$ cat src/rtl/m_trig_seq_if.sv
// Signal bundle between the trigger sequencer, the ADC front end and the
// double-banked capture buffer.
interface m_trig_seq_if #(
    parameter int BUS = 11
);
    logic [7:0]     D;
    logic [7:0]     LEVEL;
    logic           SLOPE;
    logic [1:0]     MODE;
    logic           ARM;
    logic [15:0]    HOLDOFF;
    logic           SWAP_REQ;
    logic [BUS-1:0] WR_ADDR;
    logic           WR_EN;
    logic           BANK;
    logic           FRAME_READY;
    logic           TRIGGERED;
    logic           TIMEOUT_FLAG;
    logic [2:0]     STATE;

    modport master (
        output D, LEVEL, SLOPE, MODE, ARM, HOLDOFF, SWAP_REQ,
        input  WR_ADDR, WR_EN, BANK, FRAME_READY, TRIGGERED, TIMEOUT_FLAG, STATE
    );

    modport slave (
        input  D, LEVEL, SLOPE, MODE, ARM, HOLDOFF, SWAP_REQ,
        output WR_ADDR, WR_EN, BANK, FRAME_READY, TRIGGERED, TIMEOUT_FLAG, STATE
    );
endinterface

$ cat src/rtl/m_trig_seq.sv
// Oscilloscope trigger sequencer: holdoff, edge/timeout trigger, one frame
// capture into the write bank, then a bank swap on the display frame boundary.
module m_trig_seq #(
    parameter int          WIDTH   = 640,
    parameter int          BUS     = 11,
    parameter logic [23:0] TIMEOUT = 24'd1000000
) (
    input  logic        CLK_ADC,
    input  logic        RST_N,
    m_trig_seq_if.slave ctl
);
    typedef enum logic [2:0] {
        S_IDLE  = 3'd0,
        S_HOLD  = 3'd1,
        S_ARMED = 3'd2,
        S_CAPT  = 3'd3,
        S_DONE  = 3'd4
    } state_t;

    localparam logic [1:0] MODE_AUTO   = 2'b00;
    localparam logic [1:0] MODE_NORM   = 2'b01;
    localparam logic [1:0] MODE_SINGLE = 2'b10;
    localparam logic [1:0] MODE_STOP   = 2'b11;

    localparam logic [BUS-1:0] LAST_ADDR = BUS'(WIDTH - 1);
    localparam logic [23:0]    TMO_LAST  = TIMEOUT - 24'd1;

    state_t         state, state_nxt;
    logic [15:0]    hold_cnt, hold_cnt_nxt;
    logic [23:0]    to_cnt, to_cnt_nxt;
    logic [7:0]     prev, prev_nxt;
    logic           prev_vld, prev_vld_nxt;
    logic [BUS-1:0] wr_addr, wr_addr_nxt;
    logic           wr_en, wr_en_nxt;
    logic           bank, bank_nxt;
    logic           frame_ready, frame_ready_nxt;
    logic           triggered, triggered_nxt;
    logic           timeout_flag, timeout_flag_nxt;
    logic           trig_hit, tmo_hit, trig_go, tmo_go;

    function automatic logic [23:0] sat_inc24(input logic [23:0] v);
        return (v == 24'hFF_FFFF) ? v : v + 24'd1;
    endfunction

    function automatic logic crossing(input logic [7:0] p, input logic [7:0] cur,
                                      input logic [7:0] lvl, input logic rise);
        return rise ? ((p < lvl) && (cur >= lvl)) : ((p > lvl) && (cur <= lvl));
    endfunction

    // A sample pair straddling ARMED entry never counts: prev_vld is only set from inside ARMED.
    assign trig_hit = (state == S_ARMED) && prev_vld && crossing(prev, ctl.D, ctl.LEVEL, ctl.SLOPE);
    assign tmo_hit  = (state == S_ARMED) && (ctl.MODE == MODE_AUTO) && (to_cnt >= TMO_LAST);

    always_ff @(posedge CLK_ADC or negedge RST_N) begin
        if (!RST_N) state <= S_IDLE;
        else        state <= state_nxt;
    end

    always_comb begin
        state_nxt = state;
        unique case (state)
            S_IDLE: begin
                if (ctl.MODE == MODE_AUTO || ctl.MODE == MODE_NORM)  state_nxt = S_HOLD;
                else if (ctl.MODE == MODE_SINGLE && ctl.ARM)         state_nxt = S_HOLD;
            end
            S_HOLD: begin
                if (ctl.MODE == MODE_STOP)          state_nxt = S_IDLE;
                else if (hold_cnt == ctl.HOLDOFF)   state_nxt = S_ARMED;
            end
            S_ARMED: begin
                if (ctl.MODE == MODE_STOP)          state_nxt = S_IDLE;
                else if (trig_hit || tmo_hit)       state_nxt = S_CAPT;
            end
            S_CAPT: begin
                if (wr_addr == LAST_ADDR)           state_nxt = S_DONE;
            end
            S_DONE: begin
                if (ctl.SWAP_REQ)
                    state_nxt = (ctl.MODE == MODE_SINGLE || ctl.MODE == MODE_STOP) ? S_IDLE : S_HOLD;
            end
            default: state_nxt = S_IDLE;
        endcase
    end

    // Next values for every registered output and counter.
    always_comb begin
        trig_go          = (state == S_ARMED) && (state_nxt == S_CAPT) && trig_hit;
        tmo_go           = (state == S_ARMED) && (state_nxt == S_CAPT) && !trig_hit;
        hold_cnt_nxt     = (state == S_HOLD && state_nxt == S_HOLD) ? hold_cnt + 16'd1 : 16'd0;
        to_cnt_nxt       = (state == S_ARMED && state_nxt == S_ARMED) ? sat_inc24(to_cnt) : 24'd0;
        prev_vld_nxt     = (state == S_ARMED) && (state_nxt == S_ARMED);
        prev_nxt         = (state == S_ARMED) ? ctl.D : prev;
        wr_en_nxt        = (state_nxt == S_CAPT);
        wr_addr_nxt      = (state == S_CAPT && state_nxt == S_CAPT) ? wr_addr + BUS'(1) : '0;
        frame_ready_nxt  = (state == S_CAPT) && (state_nxt == S_DONE);
        bank_nxt         = (state == S_DONE && ctl.SWAP_REQ) ? ~bank : bank;
        triggered_nxt    = trig_go ? 1'b1 : (frame_ready_nxt ? 1'b0 : triggered);
        timeout_flag_nxt = tmo_go ? 1'b1 : (trig_go ? 1'b0 : timeout_flag);
    end

    always_ff @(posedge CLK_ADC or negedge RST_N) begin
        if (!RST_N) begin
            hold_cnt     <= '0;
            to_cnt       <= '0;
            prev_vld     <= 1'b0;
            wr_addr      <= '0;
            wr_en        <= 1'b0;
            bank         <= 1'b0;
            frame_ready  <= 1'b0;
            triggered    <= 1'b0;
            timeout_flag <= 1'b0;
        end else begin
            hold_cnt     <= hold_cnt_nxt;
            to_cnt       <= to_cnt_nxt;
            prev_vld     <= prev_vld_nxt;
            wr_addr      <= wr_addr_nxt;
            wr_en        <= wr_en_nxt;
            bank         <= bank_nxt;
            frame_ready  <= frame_ready_nxt;
            triggered    <= triggered_nxt;
            timeout_flag <= timeout_flag_nxt;
        end
    end

    // Sample history is data only; its validity is tracked by prev_vld.
    always_ff @(posedge CLK_ADC) begin
        prev <= prev_nxt;
    end

    assign ctl.STATE        = state;
    assign ctl.WR_ADDR      = wr_addr;
    assign ctl.WR_EN        = wr_en;
    assign ctl.BANK         = bank;
    assign ctl.FRAME_READY  = frame_ready;
    assign ctl.TRIGGERED    = triggered;
    assign ctl.TIMEOUT_FLAG = timeout_flag;
endmodule
$ cat src/flat_wrapper.sv
// flat-port wrapper written by rule: the top's interface ports become plain ports
module m_trig_seq_flat 
#(
    parameter int          WIDTH   = 640,
    parameter int          BUS     = 11,
    parameter logic [23:0] TIMEOUT = 24'd1000000
)
  (CLK_ADC, RST_N, ctl_D, ctl_LEVEL, ctl_SLOPE, ctl_MODE, ctl_ARM, ctl_HOLDOFF, ctl_SWAP_REQ, ctl_WR_ADDR, ctl_WR_EN, ctl_BANK, ctl_FRAME_READY, ctl_TRIGGERED, ctl_TIMEOUT_FLAG, ctl_STATE);
  m_trig_seq_if #(.BUS(BUS)) ctl_i ();
  input  logic CLK_ADC;
  input  logic RST_N;
  input wire logic [$bits(ctl_i.D)-1:0] ctl_D;
  input wire logic [$bits(ctl_i.LEVEL)-1:0] ctl_LEVEL;
  input wire logic [$bits(ctl_i.SLOPE)-1:0] ctl_SLOPE;
  input wire logic [$bits(ctl_i.MODE)-1:0] ctl_MODE;
  input wire logic [$bits(ctl_i.ARM)-1:0] ctl_ARM;
  input wire logic [$bits(ctl_i.HOLDOFF)-1:0] ctl_HOLDOFF;
  input wire logic [$bits(ctl_i.SWAP_REQ)-1:0] ctl_SWAP_REQ;
  output wire logic [$bits(ctl_i.WR_ADDR)-1:0] ctl_WR_ADDR;
  output wire logic [$bits(ctl_i.WR_EN)-1:0] ctl_WR_EN;
  output wire logic [$bits(ctl_i.BANK)-1:0] ctl_BANK;
  output wire logic [$bits(ctl_i.FRAME_READY)-1:0] ctl_FRAME_READY;
  output wire logic [$bits(ctl_i.TRIGGERED)-1:0] ctl_TRIGGERED;
  output wire logic [$bits(ctl_i.TIMEOUT_FLAG)-1:0] ctl_TIMEOUT_FLAG;
  output wire logic [$bits(ctl_i.STATE)-1:0] ctl_STATE;
  assign ctl_i.D = ctl_D;
  assign ctl_i.LEVEL = ctl_LEVEL;
  assign ctl_i.SLOPE = ctl_SLOPE;
  assign ctl_i.MODE = ctl_MODE;
  assign ctl_i.ARM = ctl_ARM;
  assign ctl_i.HOLDOFF = ctl_HOLDOFF;
  assign ctl_i.SWAP_REQ = ctl_SWAP_REQ;
  assign ctl_WR_ADDR = ctl_i.WR_ADDR;
  assign ctl_WR_EN = ctl_i.WR_EN;
  assign ctl_BANK = ctl_i.BANK;
  assign ctl_FRAME_READY = ctl_i.FRAME_READY;
  assign ctl_TRIGGERED = ctl_i.TRIGGERED;
  assign ctl_TIMEOUT_FLAG = ctl_i.TIMEOUT_FLAG;
  assign ctl_STATE = ctl_i.STATE;
  m_trig_seq #(.WIDTH(WIDTH), .BUS(BUS), .TIMEOUT(TIMEOUT)) u_core (.CLK_ADC(CLK_ADC), .RST_N(RST_N), .ctl(ctl_i));
endmodule
$ cat config.mk
export PLATFORM = sky130hd
export DESIGN_NAME = m_trig_seq_flat
export DESIGN_NICKNAME = d
export VERILOG_FILES = /design/src/rtl/m_trig_seq_if.sv /design/src/rtl/m_trig_seq.sv /design/src/flat_wrapper.sv
export SDC_FILE = /design/constraint.sdc
export NUM_CORES = 1
export LEC_CHECK = 0
export ABC_AREA = 1
export BUFFER_PORTS_ARGS = -buffer_cell sky130_fd_sc_hd__buf_2
export CAP_MARGIN = 25
export CELL_PAD_IN_SITES_DETAIL_PLACEMENT = 0
export CELL_PAD_IN_SITES_GLOBAL_PLACEMENT = 1
export CORE_ASPECT_RATIO = 1.4
export CORE_MARGIN = 4
export CORE_UTILIZATION = 48
export CTS_BUF_LIST = sky130_fd_sc_hd__clkbuf_2 sky130_fd_sc_hd__clkbuf_4 sky130_fd_sc_hd__clkbuf_8
export DETAILED_ROUTE_END_ITERATION = 6
export GPL_TIMING_DRIVEN = 0
export PLACE_DENSITY = 0.95
export SLEW_MARGIN = 5
export SYNTH_ARGS = -nofsm -noshare
export SYNTH_HDL_FRONTEND = slang
export SYNTH_SLANG_ARGS = --single-unit
$ cat constraint.sdc
create_clock -name CLK_ADC -period 4.53 [get_ports CLK_ADC]
set_clock_uncertainty 0.2 [all_clocks]
set_input_delay 0.6795 -clock CLK_ADC [delete_from_list [all_inputs] [get_ports CLK_ADC]]
set_output_delay 0.6795 -clock CLK_ADC [all_outputs]
set_load 0.02 [all_outputs]
# ---- Yosys cells after proc, flatten, opt, wreduce, memory -nomap -nowiden
# Index checks and enable logic that the tools add are counted.
dict set report word_totals {
  register_bits 68
  elab_cells 77
  in_bits 39
  output_inout_bits 19
}
dict set report op_classes {
  n_addsub 3
  reduce_logical 23
  n_eq_ne 15
  n_lt_le_gt_ge 5
  n_mux 19
  bitwise 1
}
# op n
set ops {}
lappend ops {{24-bit two-way mux} 2}
lappend ops {{24-bit by 1-bit adder with 24-bit output, second input constant} 1}
lappend ops {{24-bit equality test, second input constant} 1}
lappend ops {{24-bit by 20-bit >= comparator with 1-bit output, second input constant} 1}
lappend ops {{3-bit two-way mux} 8}
lappend ops {{16-bit by 1-bit adder with 16-bit output, second input constant} 1}
lappend ops {{16-bit equality test} 1}
lappend ops {{16-bit two-way mux} 1}
lappend ops {{1-bit logical AND} 15}
lappend ops {{3-bit case mux with 5 select lines} 1}
lappend ops {{3-bit by 2-bit equality test with 1-bit output, second input constant} 4}
lappend ops {{11-bit by 1-bit adder with 11-bit output, second input constant} 1}
lappend ops {{11-bit by 10-bit equality test with 1-bit output, second input constant} 1}
lappend ops {{11-bit two-way mux} 1}
lappend ops {{8-bit >= comparator} 1}
lappend ops {{8-bit greater-than comparator} 1}
lappend ops {{8-bit <= comparator} 1}
lappend ops {{8-bit less-than comparator} 1}
lappend ops {{3-bit by 1-bit equality test with 1-bit output, second input constant} 2}
lappend ops {{3-bit equality test, second input constant} 2}
lappend ops {{1-bit two-way mux} 6}
lappend ops {{2-bit equality test, second input constant} 2}
lappend ops {{2-bit nonzero test} 2}
lappend ops {{3-bit logical NOT} 1}
lappend ops {{6 further kinds} 8}

# ---- Logic depth before layout (Yosys ltp)
dict set report depth {
  word_depth 13
  ltp_mapped 18
}

# ---- Worst setup path before layout
# No wires, ideal clock.
dict set report synth_timing {
  kind {input-to-reg}
  from {in ctl_LEVEL[7]}
  to {reg u_core.to_cnt[14]}
  slack_ns 2.142
  n_path_buf 1
  t_arrival_ns 2.067
  stages 13
  cell_sequence {inv_1 > ha_1 > a21o_1 > nor2_1 > and2_1 > nand2_1 > nand2_1 > nand3_1 > nand3_2 > nand2_2 > nand3_4 > buf_6 > nor2_1}
}
dict set report synth_between {
  elab_chain_len 11
}
# element line_no
set synth_lines {}
lappend synth_lines {{from (decl)} flat_wrapper.sv:13} ;# input wire logic [$bits(ctl_i.LEVEL)-1:0] ctl_LEVEL;
lappend synth_lines {{8-bit greater-than comparator (tied with other cells)} m_trig_seq.sv:47} ;# return rise ? ((p < lvl) && (cur >= lvl)) : ((p > lvl) && (cur <= lvl));
lappend synth_lines {{1-bit logical AND} m_trig_seq.sv:47}
lappend synth_lines {{1-bit two-way mux *} m_trig_seq.sv:47}
lappend synth_lines {{1-bit logical AND *} m_trig_seq.sv:51} ;# assign trig_hit = (state == S_ARMED) && prev_vld && crossing(prev, ctl.D, ctl.LEVEL, ctl.SLOPE);
lappend synth_lines {{1-bit logical OR *} m_trig_seq.sv:72} ;# else if (trig_hit || tmo_hit) state_nxt = S_CAPT;
lappend synth_lines {{3-bit two-way mux *} m_trig_seq.sv:72}
lappend synth_lines {{3-bit two-way mux *} m_trig_seq.sv:71} ;# if (ctl.MODE == MODE_STOP) state_nxt = S_IDLE;
lappend synth_lines {{3-bit case mux with 5 select lines *} m_trig_seq.sv:61} ;# unique case (state)
lappend synth_lines {{3-bit by 2-bit equality test with 1-bit output *} m_trig_seq.sv:90} ;# to_cnt_nxt = (state == S_ARMED && state_nxt == S_ARMED) ? sat_inc24(to_cnt) : 24'd0;
lappend synth_lines {{1-bit logical AND *} m_trig_seq.sv:90}
lappend synth_lines {{2-bit inequality test (no line) / 24-bit two-way mux (equally long branches)} n/a}
lappend synth_lines {{to (signal assigned)} m_trig_seq.sv:114} ;# to_cnt <= to_cnt_nxt;
lappend synth_lines {{to (decl)} m_trig_seq.sv:30} ;# logic [23:0] to_cnt, to_cnt_nxt;
# Mark *: on every way between the ends. The rest lies on a longest branch, timed or not.
# A chain may end at the register's enable or synchronous reset.

# ---- Final worst setup path
dict set report layout_timing {
  from {in ctl_LEVEL[7]}
  to {reg u_core.to_cnt[18]}
}
# Same word-level chain as after synthesis.

==> flow_summary.ini <==
[sta]
final-setup-viol-count = 0
hold_viol_final = 0
tightest_slew_ps = 773
fin_crit_ps = 2350
fmax_mhz = 425
maxSlewViolCount = 0
rsz0062_at_grt = no
slew_headroom_pct = 48.5
setup-tns-final_ps = 0
post-route-period-util_pct = 51.9

[logic_synthesis]
ys_warn_count = 0
syn_area_sq_mm = 0.00408
async_flop_share_pct = 88.2
synth_cell_types = 42
synth-edff-count = 8
yosys.area.top_type = dfrtp_1
seq_area_frac_synth_pct = 42.7
syn-mean-instance-area_sq_um = 8.27
synthTopCellsByArea = dfrtp_1 (37%), nand2_1 (7.4%), inv_1 (6.4%), edfxtp_1 (5.9%), nor2_1 (5.9%)
synth_top_area_share_pct = 36.8
synthMostInstantiatedCell = nand2_1
synth_seq_cells = 68
synthesis.nets = 551
synth_flop_cell = dfrtp_1
synthTopCellsByCount = nand2_1 (80), inv_1 (70), nor2_1 (64)
synthCells = 493

[finish]
design_area_sq_mm = 0.00473
finalNonFillerCells = 668
diodes = 0
area_delta_synth_final_pct = 16.0
drive_above_1_share_pct = 20.5
final_core_util_pct = 57.4
nets = 619
fillCellCount = 804

[setup_path]
worst-path-max-fanout = 10
reg2reg_from = u_core.ctl.STATE[2]
required_ps = 4610
critPathLaunch = ctl_LEVEL[7]
endpoint_kind = flip-flop
worst_setup_path_start_kind = primary input
cp.arrival_ps = 2430
critPathKind = in -> reg

[cts]
clockBufferDepth = 2
cts-htree-levels = 3
hold_buffers = 0
cts_tree = done
cts_sinks = 68
cts_root_buffer = clkbuf_8
cts_inserted_buffers = 9
post_cts_buffers = 0
clkLatencyLatePin_ps = 360
cts_resized = 0
clk_pin_slew_ps = 70

[grt]
grt_max_degree = 61
use_met3_pct = 3.50
grt_util_met1_pct = 21.3
grt_use_total_pct = 18.5
antenna_found_initial = 0
grt_pass1_vias = 3428
overflow = 0
top_usage_layer = met2
grt_pass1_wl_microns = 14800
gr-usage-met2_pct = 33.0

[pwr]
p_total_mw = 1.61
p_per_area_mw_per_mm2 = 341
power.leakage_nw = 2.20
peakVddDrop_mv = 0.182

[floorplanning]
die_area_sq_mm = 0.0101
initial_utilization_pct = 49.5
die_h_microns = 117
die_w_microns = 85.9
core_area_sq_mm = 0.00825
rows = 39
ios = 58

[placed_design]
port_buffers = 57
post-dp-hpwl_microns = 6610
placed_cell_area_sq_mm = 0.00449
dp_cells = 652
place.gp.congestion = 0.875

[run]
maxCapViolCount = 0

[detailed_routing]
drtPass1Iterations = 4
first_iter_violations = 117
num_vias = 3399
vias_per_cell = 5.09
drt_wl_total_microns = 8610
antenna_violating_nets_post_route = 0
wire_per_inst_microns = 12.9
drc = 0

[min_path]
hold_path.class = in -> async

[outcome]
status = completed
## layout by cell type (no fill, tap or decap), types with 2 or more instances in the layout
cell        n
buf_6       2
bufinv_16   2
nor3b_1     8
buf_2      58
nand3_1    28
ha_1       19
or2_0       2
nand2_2     5
nor2_1     64
dfrtp_1    60
nand3_2     6
clkbuf_8   11
xor2_1     14
clkbuf_4    2
nand4_1    14
and3_1      2
nor3_1     22
nor2_2     13
o21ai_0    15
edfxtp_1    8
xnor2_1    16
nand2_1    80
a21oi_1    18
nor3_4      2
o21ai_1     2
inv_2       3
inv_1      70
## state kept, by name, summed over array words and instances (netlist names)
| signal | cells |
|---|---|
| u_core.ctl.TRIGGERED | 1 |
| u_core.ctl.STATE | 3 |
| u_core.prev | 8 |
| u_core.hold_cnt | 16 |
| u_core.ctl.TIMEOUT_FLAG | 1 |
| u_core.ctl.WR_EN | 1 |
| u_core.prev_vld | 1 |
| u_core.ctl.BANK | 1 |
| u_core.ctl.WR_ADDR | 11 |
| u_core.to_cnt | 24 |
| u_core.ctl.FRAME_READY | 1 |
## routing by layer
metal	wire, microns	vias up	part of all wire [%]
met2	4380	65	51
met3	391	15	4.5
li1	-	1738	-
met4	195	0	2.3
met1	3640	1581	42
met5	0	-	0
## per-stage QoR
| step | setup slack, ps | hold slack (ps) |
|---|---|---|
| after floorplan | 2140 | 184 |
| after global placement | 1850 | 266 |
| after detailed placement | 1810 | 276 |
| after CTS | 2160 | 217 |
| after global routing | 1930 | 246 |
| final | 2180 | 196 |
## path summary, 6_finish.rpt
path                       slack [ps]                     to  cells after the start
setup reg to reg                 2210      u_core.to_cnt[14]                      9
max in group asynchronous        3420      u_core.to_cnt[15]                      1
min in group CLK_ADC              280  u_core.ctl.WR_ADDR[0]                      1
setup / recovery                 2180      u_core.to_cnt[18]                     15
hold reg to reg                   280  u_core.ctl.WR_ADDR[0]                      1
hold / removal                    200  u_core.ctl.WR_ADDR[3]                      1
## logic make-up after synthesis
group | count (synthesis) | share of synthesized area (%)
flops | 68 | 42.7
fa+ha+maj | 19 | 5.83
buf+inv | 78 | 7.64
mux | 2 | 0.521
compound gates | 41 | 5.61
simple gates | 255 | 31.3
xor+xnor | 30 | 6.44
## worst max-delay path, stage by stage
cell and delay (ps):
buf_2 70, inv_1 40, ha_1 290, nand2_1 100
a21oi_1 140, nor2_1 70, and2_1 160, nand2_1 60
nand2_1 50, nand3_1 130, nand3_2 130, nand2_2 120
nand3_4 120, buf_6 180, nor2_1 80
## final cells by class
class                           instances  area, sq um  area share (%)
Multi-Input combinational cell        347         2030            42.8
Buffer                                  4         32.5           0.688
Timing Repair Buffer                   57          288            6.08
Inverter                               74          279            5.90
Clock buffer                           13          166            3.52
Sequential cell                        68         1740            36.8
Tap cell                              102          128            2.70
Clock inverter                          3         68.8            1.46
## where the power goes
group	internal, mW	switching [mW]	total, mW
registers	0.665	0.0269	0.691
clock network	0.354	0.233	0.587
logic	0.114	0.221	0.335
total	1.13	0.481	1.61
Note: power is estimated with default switching activity, not from simulation.
